===== src/rtl/ibex_multdiv_iter_pkg.sv =====
// rtl/ibex_multdiv_iter_pkg.sv - operation and state encodings for the iterative mult/div unit.
package ibex_multdiv_iter_pkg;

   typedef enum logic [1:0] {
      MD_OP_MULL,
      MD_OP_MULH,
      MD_OP_DIV,
      MD_OP_REM
   } md_op_e;

   typedef enum logic [1:0] {
      MD_ITER_IDLE,
      MD_ITER_CALC,
      MD_ITER_DONE
   } md_iter_state_e;

   function automatic logic md_is_div(md_op_e op);
      return (op == MD_OP_DIV) || (op == MD_OP_REM);
   endfunction

endpackage


===== src/rtl/ibex_multdiv_iter_dp.sv =====
// rtl/ibex_multdiv_iter_dp.sv - one combinational step: multiply digit accumulate or restoring divide trial subtract.
module ibex_multdiv_iter_dp #(
   parameter int unsigned Width           = 32,
   parameter int unsigned MulBitsPerCycle = 2
) (
   input  logic                 div_op,
   input  logic [2*Width-1:0]   acc,
   input  logic [Width-1:0]     opa,
   input  logic [Width-1:0]     opb,
   output logic [2*Width-1:0]   acc_next
);

   localparam int unsigned K = MulBitsPerCycle;

   logic [Width+K-1:0]   partial;
   logic [Width+K-1:0]   sum;
   logic [2*Width+K-1:0] wide;
   logic [Width:0]       trial;
   logic                 fits;
   logic [Width-1:0]     diff;

   always_comb begin
      partial  = {{K{1'b0}}, opa} * {{Width{1'b0}}, opb[K-1:0]};
      sum      = {{K{1'b0}}, acc[2*Width-1:Width]} + partial;
      wide     = {sum, acc[Width-1:0]};
      // acc = {partial remainder, dividend being shifted out / quotient shifted in}
      trial    = {acc[2*Width-1:Width], acc[Width-1]};
      fits     = trial >= {1'b0, opb};
      diff     = trial[Width-1:0] - opb;
      acc_next = wide[2*Width+K-1:K];
      if (div_op) begin
         acc_next = fits ? {diff, acc[Width-2:0], 1'b1}
                         : {acc[2*Width-2:0], 1'b0};
      end
   end

endmodule


===== src/rtl/ibex_multdiv_iter.sv =====
// rtl/ibex_multdiv_iter.sv - iterative multiply/divide unit; IBEX_MULTDIV_ITER_EARLY_OUT_EN enables zero-operand early out.
module ibex_multdiv_iter
   import ibex_multdiv_iter_pkg::*;
#(
   parameter int unsigned Width           = 32,
   parameter int unsigned MulBitsPerCycle = 2
) (
   input  logic             clk_i,
   input  logic             rst_i,
   input  logic             req_valid_i,
   output logic             req_ready_o,
   input  md_op_e           op_i,
   input  logic [1:0]       signed_mode_i,
   input  logic [Width-1:0] op_a_i,
   input  logic [Width-1:0] op_b_i,
   input  logic             kill_i,
   output logic             resp_valid_o,
   input  logic             resp_ready_i,
   output logic [Width-1:0] result_o,
   output logic             busy_o
);

   localparam int unsigned NMul = Width / MulBitsPerCycle;
   localparam int unsigned CntW = $clog2(Width);

   md_iter_state_e     state;
   md_op_e             op_q;
   logic [CntW-1:0]    cnt;
   logic [Width-1:0]   a_q, b_q;
   logic [2*Width-1:0] acc, acc_next;
   logic               neg_q;

   logic               sign_a, sign_b, b_zero, neg_next, last;
   logic [Width-1:0]   a_mag, b_mag, quo, rem, final_res;
   logic [2*Width-1:0] mul_res;

   assign req_ready_o = (state == MD_ITER_IDLE) & ~kill_i;
   assign busy_o      = (state != MD_ITER_IDLE);

   always_comb begin
      sign_a = signed_mode_i[0] & op_a_i[Width-1];
      sign_b = signed_mode_i[1] & op_b_i[Width-1];
      a_mag  = sign_a ? -op_a_i : op_a_i;
      b_mag  = sign_b ? -op_b_i : op_b_i;
      b_zero = (op_b_i == '0);
      case (op_i)
         MD_OP_DIV: neg_next = (sign_a ^ sign_b) & ~b_zero;
         MD_OP_REM: neg_next = sign_a;
         default:   neg_next = sign_a ^ sign_b;
      endcase
   end

   ibex_multdiv_iter_dp #(
      .Width           (Width),
      .MulBitsPerCycle (MulBitsPerCycle)
   ) u_dp (
      .div_op   (md_is_div(op_q)),
      .acc      (acc),
      .opa      (a_q),
      .opb      (b_q),
      .acc_next (acc_next)
   );

   always_comb begin
      last    = md_is_div(op_q) ? (cnt == CntW'(Width - 1)) : (cnt == CntW'(NMul - 1));
      mul_res = neg_q ? -acc_next : acc_next;
      quo     = acc_next[Width-1:0];
      rem     = acc_next[2*Width-1:Width];
      case (op_q)
         MD_OP_MULL: final_res = mul_res[Width-1:0];
         MD_OP_MULH: final_res = mul_res[2*Width-1:Width];
         MD_OP_DIV:  final_res = neg_q ? -quo : quo;
         default:    final_res = neg_q ? -rem : rem;
      endcase
   end

   always_ff @(posedge clk_i or posedge rst_i) begin
      if (rst_i) begin
         state        <= MD_ITER_IDLE;
         op_q         <= MD_OP_MULL;
         cnt          <= '0;
         a_q          <= '0;
         b_q          <= '0;
         acc          <= '0;
         neg_q        <= 1'b0;
         result_o     <= '0;
         resp_valid_o <= 1'b0;
      end else if (kill_i) begin
         state        <= MD_ITER_IDLE;
         resp_valid_o <= 1'b0;
      end else begin
         case (state)
            MD_ITER_IDLE: begin
               if (req_valid_i) begin
                  op_q  <= op_i;
                  a_q   <= a_mag;
                  b_q   <= b_mag;
                  neg_q <= neg_next;
                  cnt   <= '0;
                  acc   <= md_is_div(op_i) ? {{Width{1'b0}}, a_mag} : '0;
                  state <= MD_ITER_CALC;
`ifdef IBEX_MULTDIV_ITER_EARLY_OUT_EN
                  if (!md_is_div(op_i) && ((op_a_i == '0) || b_zero)) begin
                     state        <= MD_ITER_DONE;
                     result_o     <= '0;
                     resp_valid_o <= 1'b1;
                  end else if (md_is_div(op_i) && b_zero) begin
                     state        <= MD_ITER_DONE;
                     result_o     <= (op_i == MD_OP_DIV) ? '1 : op_a_i;
                     resp_valid_o <= 1'b1;
                  end
`endif
               end
            end
            MD_ITER_CALC: begin
               acc <= acc_next;
               cnt <= cnt + 1'b1;
               if (!md_is_div(op_q)) b_q <= b_q >> MulBitsPerCycle;
               if (last) begin
                  state        <= MD_ITER_DONE;
                  result_o     <= final_res;
                  resp_valid_o <= 1'b1;
               end
            end
            MD_ITER_DONE: begin
               if (resp_ready_i) begin
                  state        <= MD_ITER_IDLE;
                  resp_valid_o <= 1'b0;
               end
            end
            default: state <= MD_ITER_IDLE;
         endcase
      end
   end

endmodule

===== config.mk =====
export PLATFORM = sky130hd
export DESIGN_NAME = ibex_multdiv_iter
export DESIGN_NICKNAME = d
export VERILOG_FILES = /design/src/rtl/ibex_multdiv_iter_pkg.sv /design/src/rtl/ibex_multdiv_iter_dp.sv /design/src/rtl/ibex_multdiv_iter.sv
export SDC_FILE = /design/constraint.sdc
export NUM_CORES = 1
export LEC_CHECK = 0
export ABC_AREA = 1
export CAP_MARGIN = 10
export CELL_PAD_IN_SITES_DETAIL_PLACEMENT = 1
export CELL_PAD_IN_SITES_GLOBAL_PLACEMENT = 2
export CORE_AREA = 2 2 231 233
export DETAILED_ROUTE_END_ITERATION = 6
export DIE_AREA = 0 0 233 235
export DONT_BUFFER_PORTS = 1
export GPL_TIMING_DRIVEN = 1
export PLACE_DENSITY_LB_ADDON = 0.12
export SLEW_MARGIN = 10
export SYNTH_ARGS = -nofsm -noshare
export SYNTH_HDL_FRONTEND = slang
export SYNTH_HIERARCHICAL = 1
export SYNTH_SLANG_ARGS = --single-unit

===== constraint.sdc =====
create_clock -name clk_i -period 10.5 [get_ports clk_i]
set_input_delay 1.05 -clock clk_i [delete_from_list [all_inputs] [get_ports clk_i]]
set_output_delay 1.05 -clock clk_i [all_outputs]
set_load 0.05 [all_outputs]

**Word-level counts from Yosys, hierarchy flattened**

Cells that the tools add are included.
Widths: inputs -> output; s select.

- Bits in registers: 171
- Bits of input ports: 73
- Output and inout port bits: 35
- Word-level logic and storage cells: 81

- Add/subtract/negate cells: 8
- Multiply operators: 1
- Magnitude comparators: 1
- Equality and inequality tests: 14
- Multiplexer cells: 27
- Bitwise gates (word level): 7
- Reductions and logical operators: 14

Operators by type and width:

| operator | count |
|---|---|
| $mux 64 | 4 |
| $mux 32 | 7 |
| $neg 32->32 | 4 |
| $pmux 64 s2 | 1 |
| $pmux 32 s3 | 1 |
| $neg 64->64 | 1 |
| $pmux 32 s2 | 1 |
| $add 32x34->34 | 1 |
| $mul 32x2->34 | 1 |
| $ge 33x32->1 | 1 |
| $logic_not 32->1 | 1 |
| $sub 32x32->32 | 1 |
| $reduce_and 3->1 | 5 |
| $eq 2x2->1 const B | 5 |
| $pmux 5 s2 | 1 |
| $ne 3x3->1 const B | 3 |
| $mux 2 | 4 |
| $pmux 2 s3 | 1 |
| $add 5x1->5 const B | 1 |
| $eq 5x4->1 const B | 1 |
| $eq 5x5->1 const B | 1 |
| $mux 5 | 1 |
| $and 1x1->1 | 4 |
| $eq 2x1->1 const B | 2 |
| other kinds (10) | 19 |

**Depth between registers and ports, before layout**

- Word-level depth: 6
- Gate-level depth with buffers: 31

**Cells and area by module**

Netlist, hierarchy kept.

Modules (own cells, without submodules):

| module | times used | cells each | area an instance (µm²) |
|---|---|---|---|
| ibex_multdiv_iter | 1 | 1,944 | 12,480.7 |
| ibex_multdiv_iter_dp | 1 | 1,388 | 7,116.8 |

**Least setup slack after synthesis**

OpenSTA, ideal clock, no wires.

- Kind: reg2reg
- Start point: register b_q[1]
- End point: register result_o[27]
- Library setup time: 119 ps
- Data arrival time: 3,831 ps
- Path slack: 6,550 ps
- Cell stages (with the launch flop): 27
- Buffers on the path: 2
- Period minus slack after synthesis: 3,950 ps
- Cell sequence: dfrtp_1 clkbuf_1 clkbuf_1 nand2_1 fa_1 inv_1 ha_1 nand2_1 nand3_1 inv_1 o21ai_0 nand2_1 nand2_1 nand2_1 nand2_1 nand2_1 nand3_1 nand2_1 nor2_1 nand2_1 nor2_1 nand2_1 o21ai_0 nand3_1 nand2_1 nor2_1 o21a_1

- Cells in the longest elaborated chain, start to end: 6

Ends and longest elaborated chain:

| element | line | source |
|---|---|---|
| start: declaration | ibex_multdiv_iter.sv:29 | `logic [Width-1:0] a_q, b_q;` |
| start signal: assignment | ibex_multdiv_iter.sv:97 | `b_q <= b_mag;` |
| start signal: assignment | ibex_multdiv_iter.sv:118 | `if (!md_is_div(op_q)) b_q <= b_q >> MulBitsPerCycle;` |
| $mul 32x2->34, or another cell as far along | ibex_multdiv_iter_dp.sv:23 | `partial = {{K{1'b0}}, opa} * {{Width{1'b0}}, opb[K-1:0]};` |
| $add 32x34->34 / $mux 64 (equally long branches) | ibex_multdiv_iter_dp.sv:24, ibex_multdiv_iter_dp.sv:32 |  |
| $mux 64 * | ibex_multdiv_iter_dp.sv:31 | `if (div_op) begin` |
| named net acc_next[52] | ibex_multdiv_iter.sv:30 | `logic [2*Width-1:0] acc, acc_next;` |
| $neg 64->64 / $neg 32->32 (equally long branches) | ibex_multdiv_iter.sv:66, ibex_multdiv_iter.sv:73 |  |
| $mux 64 / $mux 32 (equally long branches) | ibex_multdiv_iter.sv:66, ibex_multdiv_iter.sv:73 |  |
| $pmux 32 s3 * | ibex_multdiv_iter.sv:69 | `case (op_q)` |
| end signal: assignment | ibex_multdiv_iter.sv:121 | `result_o <= final_res;` |
| end: declaration | ibex_multdiv_iter.sv:19 | `output logic [Width-1:0] result_o,` |

The timed path passes the listed nets; every way through them passes the cells marked *.
A chain may end at the register's enable or synchronous reset.

**Final worst setup path**

- Start point: register b_q[0]
- End point: register result_o[28]

Same word-level chain as after synthesis.

==> key figures <==
Outcome
  • Outcome: complete, no violations

Cells and area
  • Layout area overhead: 5.38%
  • Most common cell after layout, fill and taps aside: nand2_1
  • Final nets: 3447
  • FILL cells: 7180
  • Number of diodes: 0
  • Share of cells above drive strength 1: 5.06%
  • Register Area: 0.00428 mm2
  • Most frequent cells in the layout: nand2_1 (1099), inv_1 (480), nor2_1 (357)
  • Area of the multi-input gates: 0.0129 mm2

Synthesis
  • Yosys reg bits: 171
  • Sequential area share after synthesis: 21.8%
  • Ys Warns: 6
  • Post-Syn Instances: between 3k and 4k
  • Fraction of registers with async set/reset: 100%
  • Top_reg_cell synth: dfrtp_1
  • Syn Nets: 3508
  • Synth area leaders: dfrtp_1 (22%), nand2_1 (21%), inv_1 (9.2%), nand3_1 (8.4%), nor2_1 (6.9%)
  • Syn Area/Cell: around 6 um2
  • Synthesized area: just under 0.02 mm2
  • Yosys top cell by area: dfrtp_1
  • Number of enable flip-flop cells after synthesis: 0
  • Library cells used by synthesis: between 50 and 60
  • Share of the synthesized area in the top cell type: a little over a fifth

Routing
  • Post-Route WL: 91.9 mm
  • DR DRC count: 0
  • 1st-iter DRT viols: approximately 1.7k
  • Drt via density: 5.50
  • Iteration count of the initial detailed-routing pass: 7
  • Detail Route Antenna Nets: 0
  • WL per Instance: 23.2 um
  • Vias: 21.8k

STA
  • Final Hold Viols: 0
  • Setup tns final: 0 ps
  • Setup Skew: 15.1 ps
  • Slew HR: 6.97%
  • Period utilization: 56.9%
  • Final setup vio count: 0
  • Worst Max-Slew Pin Slew: 1380 ps
  • RSZ-0062 raised after global routing: false
  • Slew Viols, Final: 0
  • Fin crit period: 5980 ps
  • Max Clk Rate: 167 MHz

Place
  • IO buf count: 0
  • DP HPWL: 76.1 mm
  • Final GP Congestion: around 0.99

Floorplan
  • Row cnt: 84
  • Die area: between 0.05 and 0.06 mm2
  • Die span in x: ~230 um
  • Placeable core region: 0.0522 mm2
  • # IOs: around 110
  • Die H: 235 um
  • Starting Density: 37.5%

CTS
  • Root buf cell: clkbuf_16
  • CTS tree: built
  • CTS buffer count: 17
  • Clock Pin Slew Worst Setup and Hold Paths: 70 ps
  • Worst-Skew Late Latency: approximately 500 ps
  • Resize count post-CTS: 0
  • Number of buffers on the longest clock path: 2
  • H-tree depth: 4
  • # hold bufs at CTS: 0
  • # Post-CTS Setup Buffers: 0
  • Num Clock Sinks: between 150 and 200

Global routing
  • Vias in the first global route: roughly 22k
  • Antenna violations before repair: 2
  • Largest net degree at the start of global routing: 81
  • All-Layer GR Usage: 33.9%
  • First-pass GRT wire length: 138 mm
  • GRT overflow: 0

Worst hold path
  • Worst hold path class: input pin to asynchronous set/reset pin

Worst setup path
  • Reg2Reg Depth: 24
  • Max FO, Critical Path: 34
  • Arr. time, crit path: 6350 ps
  • CP Capture Type: flip-flop
  • Flop2flop setup slack: around 4500 ps
  • Worst R2R Start: b_q[0]$_DFFE_PP0P_
  • WP data required: between 10000 and 15000 ps
  • Crit Path Category: flip-flop to flip-flop
  • R2r endpoint: result_o[28]$_DFFE_PP0P_
  • Crit path launch type: flip-flop

Flow run
  • Max Cap Violations: 0
[worst max-delay path, cell delays in order, from the launching register on]
cell and delay [ps]:
dfrtp_1 1150, ha_1 420, nand2_1 70, nor2_1 80, nand3_1 100, nor2_1 50
nand2_1 70, nand2_2 60, nor2_4 730, nand2_2 650, nand2_1 190, nand3_1 100
o21ai_0 330, inv_1 270, ha_1 350, nand2_1 230, nor2_4 100, nand2_1 70
nand2_1 130, nand2_1 140, nand2_1 60, nand3_1 80, nand2_1 90, nor2_1 190
a21boi_1 90
[worst max-delay path by stage]
stage,to,depth (start not counted),startpoint,slack (ps)
after floorplan,a_q[0]$_DFFE_PP0P_,1,rst_i,4820
after global placement,result_o[20]$_DFFE_PP0P_,23,b_q[0]$_DFFE_PP0P_,4680
after detailed placement,result_o[20]$_DFFE_PP0P_,23,b_q[0]$_DFFE_PP0P_,4650
after CTS,result_o[20]$_DFFE_PP0P_,23,b_q[0]$_DFFE_PP0P_,4640
after global routing,result_o[20]$_DFFE_PP0P_,23,b_q[0]$_DFFE_PP0P_,4160
final,result_o[28]$_DFFE_PP0P_,24,b_q[0]$_DFFE_PP0P_,4520
[area by class of cell]
class                      count  area share, %
tap                          688           4.17
clock inverter                12          0.436
clock buffer                  19           2.14
timing repair buffer          24          0.872
inverter                     492           8.98
multi-input combinational   2565           62.7
sequential                   171           20.7
[cell usage after synthesis, drive strengths merged, types with 4 or more instances]
cell     number
a21boi       21
a21oi       137
a22oi         8
a2bb2oi      18
and2          8
buf          57
clkbuf       47
clkinv        4
dfrtp       171
fa           33
ha           70
inv         488
nand2      1121
nand3       341
nand3b       16
nand4        33
nor2        391
nor3         23
o211ai       10
o21a         11
o21ai       198
o21bai        7
or2          40
xnor2        23
xor2         34
[routing by layer]
layer	routed length, um	track usage [%]	vias to the layer above	part of all wire [%]
li1	-	-	10400	-
met1	42700	47.3	10700	46
met2	40500	52.3	634	44
met3	5970	6.65	123	6.5
met4	2780	10.8	2	3.0
met5	12	0	-	0.013
[stage by stage]
| step | hold slack, ps | area [um2] | std cells | utilization, % | setup WS (ps) |
|---|---|---|---|---|---|
| global route | 460 | 20700 | 3971 | 39.5 | 4160 |
| finish | 432 | 20700 | 3971 | 39.5 | 4520 |
| detailed placement | 474 | 20100 | 3940 | 38.5 | 4650 |
| CTS | 444 | 20700 | 3971 | 39.5 | 4640 |
| global placement | 464 | 20100 | 3940 | 38.5 | 4680 |
| floorplan | 449 | 19600 | 3332 | - | 4820 |
[cell families (layout without fill, tap and decap cells)]
logic type / Yosys count / after routing / share of synthesized area (%)
AO/OA/AOI/OAI: 427 / 427 / 12.3
XOR/XNOR: 57 / 57 / 2.55
adder cells (fa/ha/maj): 103 / 103 / 7.84
buffers and inverters: 596 / 547 / 12.2
flip-flops: 171 / 171 / 21.8
AND/OR/NAND/NOR: 1978 / 1978 / 43.3
[registers in the layout (all words and copies together) (netlist names)]
| name | flops |
|---|---|
| acc | 64 |
| a_q | 32 |
| b_q | 32 |
| result_o | 32 |
| cnt | 5 |
| op_q | 2 |
| state | 2 |
| neg_q | 1 |
| resp_valid_o | 1 |
Power is not shown: default switching activity piles up to over one toggle a cycle in this logic, so the estimate is an artifact.
